===== src/rtl/pwm_ctrl_pkg.sv =====
// pwm_ctrl_pkg
//   Shared definitions for the PWM sequencing controller: the state
//   encoding that appears on the state output, and the default parameter
//   values used by pwm_seq_ctrl and pwm_ramp_step.
package pwm_ctrl_pkg;

    localparam int CNT_W_DEF    = 10;
    localparam int DT_W_DEF     = 6;
    localparam int STEP_DEF     = 4;
    localparam int DUTY_MAX_DEF = 1000;
    localparam int DT_MIN_DEF   = 8;

    typedef enum logic [1:0] {
        ST_IDLE  = 2'd0,
        ST_RAMP  = 2'd1,
        ST_RUN   = 2'd2,
        ST_FAULT = 2'd3
    } pwm_state_t;

endpackage


===== src/rtl/pwm_ramp_step.sv =====
// pwm_ramp_step
//   Combinational soft-start step: advances duty by STEP toward target and
//   saturates at target. The sum is formed one bit wider than CNT_W, so a
//   duty near full scale cannot wrap.
// Ports:
//   duty      in   CNT_W  duty currently applied
//   target    in   CNT_W  duty the ramp is heading for
//   duty_next out  CNT_W  min(duty + STEP, target)
//   done      out  1      duty_next has reached target
module pwm_ramp_step #(
    parameter int CNT_W = 10,
    parameter int STEP  = 4
) (
    input  logic [CNT_W-1:0] duty,
    input  logic [CNT_W-1:0] target,
    output logic [CNT_W-1:0] duty_next,
    output logic             done
);

    logic [CNT_W:0] sum;

    assign sum = {1'b0, duty} + (CNT_W+1)'(STEP);

    always_comb begin
        duty_next = sum[CNT_W-1:0];
        done      = 1'b0;
        if (sum >= {1'b0, target}) begin
            duty_next = target;
            done      = 1'b1;
        end
    end

endmodule


===== src/rtl/pwm_seq_ctrl.sv =====
// pwm_seq_ctrl
//   Run-time sequencer for the complementary PWM/deadtime core. It takes
//   duty/deadtime through a valid/ready handshake into a single-entry
//   shadow register. The shadow is committed at once in IDLE/FAULT, and
//   only on period_end in RAMP/RUN. It also sequences enable, soft-start
//   and a sticky fault shutdown.
//   Optional macro PWM_SOFTSTART_EN: when defined, IDLE goes through RAMP.
//   When undefined, IDLE jumps straight to RUN at full target duty, and the
//   STEP parameter does not exist.
// Ports:
//   clk           in   1      system clock
//   rst           in   1      asynchronous reset, active low
//   cfg_valid     in   1      config request valid
//   cfg_ready     out  1      shadow register free
//   cfg_duty      in   CNT_W  requested duty (clamped to DUTY_MAX)
//   cfg_deadtime  in   DT_W   requested deadtime (clamped to DT_MIN)
//   start         in   1      level enable request
//   fault         in   1      external fault level, highest priority
//   fault_clr     in   1      fault-clear pulse
//   period_end    in   1      counter-wrap strobe from the PWM core
//   duty_cmd      out  CNT_W  duty applied to the PWM core
//   deadtime_cmd  out  DT_W   deadtime applied to the PWM core
//   pwm_en        out  1      PWM core output enable
//   state         out  2      IDLE=0 RAMP=1 RUN=2 FAULT=3
//   fault_latched out  1      sticky fault flag
//
// state | meaning
// IDLE  | outputs off, waiting for start
// RAMP  | duty stepped toward target once per period
// RUN   | duty tracks committed target at period boundaries
// FAULT | outputs off until fault_clr with fault and start low
module pwm_seq_ctrl
    import pwm_ctrl_pkg::*;
#(
`ifdef PWM_SOFTSTART_EN
    parameter int STEP     = STEP_DEF,
`endif
    parameter int CNT_W    = CNT_W_DEF,
    parameter int DT_W     = DT_W_DEF,
    parameter int DUTY_MAX = DUTY_MAX_DEF,
    parameter int DT_MIN   = DT_MIN_DEF
) (
    input  logic             clk,
    input  logic             rst,
    input  logic             cfg_valid,
    output logic             cfg_ready,
    input  logic [CNT_W-1:0] cfg_duty,
    input  logic [DT_W-1:0]  cfg_deadtime,
    input  logic             start,
    input  logic             fault,
    input  logic             fault_clr,
    input  logic             period_end,
    output logic [CNT_W-1:0] duty_cmd,
    output logic [DT_W-1:0]  deadtime_cmd,
    output logic             pwm_en,
    output logic [1:0]       state,
    output logic             fault_latched
);

    localparam logic [CNT_W-1:0] DUTY_MAX_V = CNT_W'(DUTY_MAX);
    localparam logic [DT_W-1:0]  DT_MIN_V   = DT_W'(DT_MIN);

    pwm_state_t       state_q, state_n;
    logic [CNT_W-1:0] duty_n, target_q, target_n, pend_duty_q, pend_duty_n;
    logic [DT_W-1:0]  dt_n, pend_dt_q, pend_dt_n;
    logic             pending_q, pending_n, en_n, latched_n;
    logic             accept, commit, in_run;
    logic [CNT_W-1:0] eff_target;

    assign cfg_ready = ~pending_q;
    assign state     = state_q;
    assign accept    = cfg_valid & ~pending_q;
    assign in_run    = (state_q == ST_RAMP) || (state_q == ST_RUN);
    assign commit    = pending_q & (in_run ? period_end : 1'b1);
    // Duty updates on a committing period_end use the new target immediately.
    assign eff_target = commit ? pend_duty_q : target_q;

`ifdef PWM_SOFTSTART_EN
    logic [CNT_W-1:0] ramp_next;
    logic             ramp_done;

    pwm_ramp_step #(
        .CNT_W (CNT_W),
        .STEP  (STEP)
    ) u_ramp (
        .duty      (duty_cmd),
        .target    (eff_target),
        .duty_next (ramp_next),
        .done      (ramp_done)
    );
`endif

    always_ff @(posedge clk or negedge rst) begin
        if (!rst) begin
            state_q       <= ST_IDLE;
            duty_cmd      <= '0;
            deadtime_cmd  <= DT_MIN_V;
            pwm_en        <= 1'b0;
            fault_latched <= 1'b0;
            target_q      <= '0;
            pend_duty_q   <= '0;
            pend_dt_q     <= DT_MIN_V;
            pending_q     <= 1'b0;
        end else begin
            state_q       <= state_n;
            duty_cmd      <= duty_n;
            deadtime_cmd  <= dt_n;
            pwm_en        <= en_n;
            fault_latched <= latched_n;
            target_q      <= target_n;
            pend_duty_q   <= pend_duty_n;
            pend_dt_q     <= pend_dt_n;
            pending_q     <= pending_n;
        end
    end

    always_comb begin
        state_n     = state_q;
        duty_n      = duty_cmd;
        dt_n        = deadtime_cmd;
        en_n        = pwm_en;
        latched_n   = fault_latched;
        target_n    = target_q;
        pend_duty_n = pend_duty_q;
        pend_dt_n   = pend_dt_q;
        pending_n   = pending_q;

        // Accept needs an empty shadow and commit needs a full one, so they never overlap.
        if (accept) begin
            pending_n   = 1'b1;
            pend_duty_n = (cfg_duty > DUTY_MAX_V) ? DUTY_MAX_V : cfg_duty;
            pend_dt_n   = (cfg_deadtime < DT_MIN_V) ? DT_MIN_V : cfg_deadtime;
        end
        if (commit) begin
            pending_n = 1'b0;
            target_n  = pend_duty_q;
            dt_n      = pend_dt_q;
        end

        case (state_q)
            ST_IDLE: begin
                en_n   = 1'b0;
                duty_n = '0;
                if (start && !fault_latched) begin
                    en_n = 1'b1;
`ifdef PWM_SOFTSTART_EN
                    state_n = ST_RAMP;
`else
                    state_n = ST_RUN;
                    duty_n  = eff_target;
`endif
                end
            end
`ifdef PWM_SOFTSTART_EN
            ST_RAMP: begin
                if (!start) begin
                    state_n = ST_IDLE;
                    en_n    = 1'b0;
                    duty_n  = '0;
                end else if (period_end) begin
                    duty_n = ramp_next;
                    if (ramp_done) state_n = ST_RUN;
                end
            end
`endif
            ST_RUN: begin
                if (!start) begin
                    state_n = ST_IDLE;
                    en_n    = 1'b0;
                    duty_n  = '0;
                end else if (period_end) begin
                    duty_n = eff_target;
                end
            end
            ST_FAULT: begin
                if (fault_clr && !fault && !start) begin
                    state_n   = ST_IDLE;
                    latched_n = 1'b0;
                end
            end
            default: begin
                state_n = ST_IDLE;
                en_n    = 1'b0;
                duty_n  = '0;
            end
        endcase

        if (fault) begin
            state_n   = ST_FAULT;
            en_n      = 1'b0;
            duty_n    = '0;
            latched_n = 1'b1;
        end
    end

endmodule


===== config.mk =====
export PLATFORM = sky130hd
export DESIGN_NAME = pwm_seq_ctrl
export DESIGN_NICKNAME = d
export VERILOG_FILES = /design/src/rtl/pwm_ctrl_pkg.sv /design/src/rtl/pwm_ramp_step.sv /design/src/rtl/pwm_seq_ctrl.sv
export SDC_FILE = /design/constraint.sdc
export NUM_CORES = 1
export LEC_CHECK = 0
export BUFFER_PORTS_ARGS = -buffer_cell sky130_fd_sc_hd__buf_4
export CAP_MARGIN = 20
export CORE_ASPECT_RATIO = 1.5
export CORE_MARGIN = 5
export CORE_UTILIZATION = 53
export CTS_CLUSTER_SIZE = 14
export DETAILED_ROUTE_END_ITERATION = 12
export PLACE_DENSITY_LB_ADDON = 0.3
export SYNTH_ARGS = -nofsm -noshare
export SYNTH_HDL_FRONTEND = slang
export SYNTH_SLANG_ARGS = --single-unit

===== constraint.sdc =====
create_clock -name clk -period 1.9 [get_ports clk]
set_clock_uncertainty 0.15 [all_clocks]
set_input_delay 0.095 -clock clk [delete_from_list [all_inputs] [get_ports clk]]
set_output_delay 0.095 -clock clk [all_outputs]
set_load 0.01 [all_outputs]

==> results of run 1 <==
## cell type report
class,instances,area [um2]
inverters,25,93.8
fillers,285,985
clock inverters,1,30.0
multi-input cells,104,663
flip-flops and latches,47,1180
clock buffers,7,76.3
repair buffers,67,568
well taps,43,53.8
## cells in the mapped netlist, drive strengths merged
cell,count,share of area
clkbuf,3,0.0057
nand3,1,0.0025
mux2,6,0.034
a21o,1,0.0038
dfstp,2,0.027
inv,25,0.047
a21oi,3,0.0076
nand4b,1,0.0044
ha,3,0.019
dfrtp,45,0.57
a22oi,1,0.0038
o21a,2,0.0076
o22ai,1,0.0032
nand2,39,0.074
o22a,1,0.0044
o32ai,10,0.044
nand2b,5,0.016
o21ai,11,0.028
o31ai,1,0.0038
a31oi,1,0.0032
o21bai,1,0.0038
mux2i,10,0.051
nor3,2,0.0051
buf,4,0.021
nor2,3,0.0057
and2b,1,0.0044
## metal layers
layer,up-vias,part of all wire
met4,0,0.014
met5,-,0
met1,704,0.38
met2,38,0.55
met3,7,0.052
li1,735,-
## path summary, 6_finish.rpt
path	start	endpoint	slack, ps	depth (start not counted)
setup reg to reg	state[1]$_DFFE_PN0P_	duty_cmd[6]$_DFFE_PN0P_	120	6
setup / recovery	state[1]$_DFFE_PN0P_	duty_cmd[6]$_DFFE_PN0P_	120	6
min in group asynchronous	rst	duty_cmd[0]$_DFFE_PN0P_	190	2
hold reg to reg	pend_dt_q[5]$_DFFE_PN0P_	pend_dt_q[5]$_DFFE_PN0P_	330	2
max in group asynchronous	rst	duty_cmd[4]$_DFFE_PN0P_	1020	2
hold / removal	fault_clr	state[0]$_DFFE_PN0P_	90	4
## stage by stage
step                hold WS [ps]  std cells
floorplan                   -351        183
global placement           -19.5        265
detailed placement         -17.2        265
CTS                         76.1        294
global route                 134        294
finish                      93.9        294
## cell families after synthesis
| family | count (synthesis) | synth area share |
|---|---|---|
| AO/OA/AOI/OAI | 33 | 0.113 |
| flip-flops | 47 | 0.597 |
| adder cells (fa/ha/maj) | 3 | 0.0190 |
| multiplexers | 16 | 0.0849 |
| AND/OR/NAND/NOR | 52 | 0.112 |
| buffers and inverters | 32 | 0.0741 |
## worst register-to-register path, stage by stage (launching register included)
cell	delay, ps
dfrtp_1	450
inv_1	80
ha_1	280
a21o_1	150
buf_12	170
mux2i_1	260
o32ai_1	110
## power by group
| part | internal [mW] | switching, mW |
|---|---|---|
| clock | 0.393 | 0.299 |
| sequential | 1.38 | 0.177 |
| combinational | 0.547 | 0.549 |
## state kept, by name, indices dropped and copies added, names as in the netlist
signal / count
deadtime_cmd: 6
state: 2
fault_latched: 1
duty_cmd: 10
target_q: 10
pend_dt_q: 6
pending_q: 1
pend_duty_q: 10
pwm_en: 1
## repair_timing
item | CTS | global route
hold buffers | 21 | 0
setup endpoints to repair | 0 | 1
endpoints found under the hold margin | 76 | 0
gates resized for setup | 0 | 2
==> impl_metrics.ini, run 1 <==
[place]
place_ws_ps = 208
place_area_um2 = 2330
dpl.hpwl_mm = 2.70
gp_congestion = 0.716
io_buffers = 43

[floorplan]
ios = 44
die_w_um = 59.9
die_area_um2 = 5070
start_util = 0.541
num_rows = 27
dieHeight_um = 84.8
coreArea_um2 = 3650

[yosys]
synth_fp_nets = 209
synth_cells = 183
ys_ff_latch = 47
syn_area_um2 = 1980
seq_area_frac_synth = 0.597
synth_cell_type_count = 29
ys_warn_count = 0
synth.avg_cell_area_um2 = 10.8

[flow_run]
maxCapViolations = 0

[power]
powerDensity_nw_per_um2 = 1260
ir_worst_vdd_v = 0.000870
p_total_mw = 3.34
power.leakage_nw = 1.34

[global_routing]
gr-total-overflow = 0
grt_pass1_vias = 1565
met2_usage = 0.332
grtUsageTotal = 0.178
grtUsageMet3 = 0.0369
grt_pass1_wl_mm = 6.89
antenna_found_initial = 0
grt_max_degree = 48
grt_busiest_layer = met2
use_met1 = 0.191

[finish]
n_antenna_cell = 0
area_delta_synth_final_pct = 34.8
final_util = 0.730
layout_common_cells = 45 x dfrtp_1, 45 x buf_4, 39 x nand2_1
layout-drive-gt1-share = 0.251
stdcell_area_um2 = 2660
final_nets = 276

[run_status]
status = complete, no violations

[cts]
cts_setup_buffers = 0
htree_num_levels = 2
cts_tree = built
cts-root-buf = clkbuf_8
clock_tree.buffer_depth = 2
cts_num_sinks = 47
cts_buffers = 5
path_clk_slew_ps = 80
clk_latency_ps = 290

[min_path]
min_path_type = in2reg

[sta]
fin_ws_ps = 122
fin_crit_ps = 1780
drv_slew = 0
fin_crit_sh = 0.936
max_freq_ghz = 0.562
finalSetupTns_ps = 0
slew_headroom = 0.623
setup_violations = 0
hold_violations = 0
worstMarginPinSlew_ps = 566

[detailed_routing]
drt-initial-drc-count = 52
ant_nets = 0
avgViaCountPerCell = 5.05
wl_mm = 4.00
vias = 1484
first_pass_iters = 4
post_drt_wl_per_cell_um = 13.6
drc = 0

[setup_path]
cp_max_fo = 17
cp-start-kind = register
end_kind = register
cp_top_family = flip-flops
cp.required_ps = 1910
cp_num_buf_inv = 2
max_stage_delay_ps = 450
crit_arrival_ps = 1790
critPathKind = reg2reg
path_cells = inv_1 > ha_1 > a21o_1 > buf_12 > mux2i_1 > o32ai_1
slowest_stage = dfrtp_1
Power figures use the tool's default switching activity.
==> run 2, diff against run 1 <==
--- a/config.mk
+++ b/config.mk
@@ -12,7 +12,9 @@
 export CORE_UTILIZATION = 53
 export CTS_CLUSTER_SIZE = 14
 export DETAILED_ROUTE_END_ITERATION = 12
+export MAX_ROUTING_LAYER = met4
 export PLACE_DENSITY_LB_ADDON = 0.3
+export RECOVER_POWER = 100
 export SYNTH_ARGS = -nofsm -noshare
 export SYNTH_HDL_FRONTEND = slang
 export SYNTH_SLANG_ARGS = --single-unit
==> impl_metrics.ini, run 2 (same netlist as run 1, synthesis figures left out) <==
[run_status]
status = complete, no violations

[finish]
fin_cells = 294
reg.largest.list = duty_cmd: 10 flops, pend_duty_q: 10 flops, target_q: 10 flops
final_nets = 276
n_antenna_cell = 0
layout-drive-gt1-share = 0.163
final_common_cell = dfrtp_1
nFillCells = 311
layout_common_cells = 45 x dfrtp_1, 39 x nand2_1, 25 x inv_1
area_delta_synth_final_pct = 30.8
stdcell_area_um2 = 2580

[global_routing]
antenna_found_initial = 0
grtUsageTotal = 0.183
grt_max_degree = 48
grt_pass1_vias = 1563
grt_pass1_wl_mm = 6.88
gr-total-overflow = 0

[cts]
htree_num_levels = 2
clk_latency_ps = 290
cts-root-buf = clkbuf_8
cts_tree = built
path_clk_slew_ps = 80
cts_num_sinks = 47
clock_tree.buffer_depth = 2
cts_buffers = 5

[place]
dpl.hpwl_mm = 2.70
place_area_um2 = 2330
gp_congestion = 0.724
io_buffers = 43
place_inst = 265

[setup_path]
crit_arrival_ps = 1790
cp.required_ps = 1910
end_kind = register
cp_num_buf_inv = 2
cp-start-kind = register
critPathKind = reg2reg
slowest_stage = dfrtp_1
cp_max_fo = 17
cp_top_family = flip-flops
max_stage_delay_ps = 450
path_cells = inv_1 > ha_1 > a21o_1 > buf_12 > mux2i_1 > o32ai_1

[sta]
drv_slew = 0
slew_headroom = 0.262
fin_crit_sh = 0.935
hold_violations = 0
worstMarginPinSlew_ps = 1110
fin_crit_ps = 1780
max_freq_ghz = 0.563
setup_violations = 0

[detailed_routing]
ant_nets = 0
wl_mm = 4.00
drt-initial-drc-count = 57
avgViaCountPerCell = 5.06
first_pass_iters = 4
post_drt_wl_per_cell_um = 13.6
drc = 0
vias = 1488

[power]
p_int_mw = 2.25
ir_worst_vdd_v = 0.000859
combPwrFrac = 0.315
p_total_mw = 3.27
powerDensity_nw_per_um2 = 1270
power.leakage_nw = 1.26
switching_share = 0.312
power_frac_seq = 0.473
p_sw_mw = 1.02
clock_power_share = 0.211

[floorplan]
ios = 44
start_util = 0.541
coreArea_um2 = 3650
die_area_um2 = 5070
dieHeight_um = 84.8
die_w_um = 59.9
num_rows = 27

[flow_run]
maxCapViolations = 0

[min_path]
min_path_type = in2reg
==> run 2: layout make-up <==
| cell class | instances | area [um2] | area share |
|---|---|---|---|
| timing repair buffer | 67 | 490 | 0.190 |
| clock buffer | 7 | 76.3 | 0.0295 |
| sequential | 47 | 1180 | 0.456 |
| clock inverter | 1 | 30.0 | 0.0116 |
| multi-input combinational | 104 | 662 | 0.256 |
| tap | 43 | 53.8 | 0.0208 |
| inverter | 25 | 93.8 | 0.0363 |
==> run 2: worst paths after layout <==
kind,from,to,slack [ps],cells after the start
max,state[1]$_DFFE_PN0P_,duty_cmd[6]$_DFFE_PN0P_,120,6
min,fault_clr,state[0]$_DFFE_PN0P_,90,4
min reg2reg,pend_dt_q[5]$_DFFE_PN0P_,pend_dt_q[5]$_DFFE_PN0P_,330,2
max in group asynchronous,rst,duty_cmd[4]$_DFFE_PN0P_,530,2
max reg2reg,state[1]$_DFFE_PN0P_,duty_cmd[6]$_DFFE_PN0P_,120,6
min in group asynchronous,rst,duty_cmd[0]$_DFFE_PN0P_,400,2
==> run 2: metrics by stage <==
stage,utilization,hold slack [ps],TNS [ps],setup slack (ps)
3_3_place_gp,0.640,-19.5,0,212
2_1_floorplan,-,-351,0,153
5_1_grt,0.709,134,-0.993,-0.993
6_report,0.709,85.4,0,124
4_1_cts,0.727,76.1,0,75.1
3_5_place_dp,0.640,-17.2,0,208
==> run 2: power groups by stage <==
stage                     registers (mW)  logic, mW  clock network [mW]
final                               1.55       1.03               0.692
after global routing                1.59       1.16               0.758
after CTS                           1.55       1.10               0.718
after detailed placement            1.57       1.06                   0
after global placement              1.56       1.03                   0
after floorplan                     1.56      0.722                   0
==> run 2: timing repair <==
action,4_1_cts,5_1_grt
endpoints found under the setup margin,0,1
resized for setup,0,2
buffers inserted,0,0
hold endpoints to repair,76,0
hold buffers,21,0
==> run 2: tightest hold or removal path: stages <==
cell and delay, ps:
buf_4 80, o21ai_0 90, a21oi_1 140, o21bai_1 70
==> run 2: metal layers <==
layer | vias up | wire length, um | global-route usage
met2 | 34 | 2200 | 0.332
met5 | - | 0 | -
met4 | 0 | 54 | 0.0544
met3 | 7 | 191 | 0.0369
li1 | 736 | - | -
met1 | 711 | 1550 | 0.191
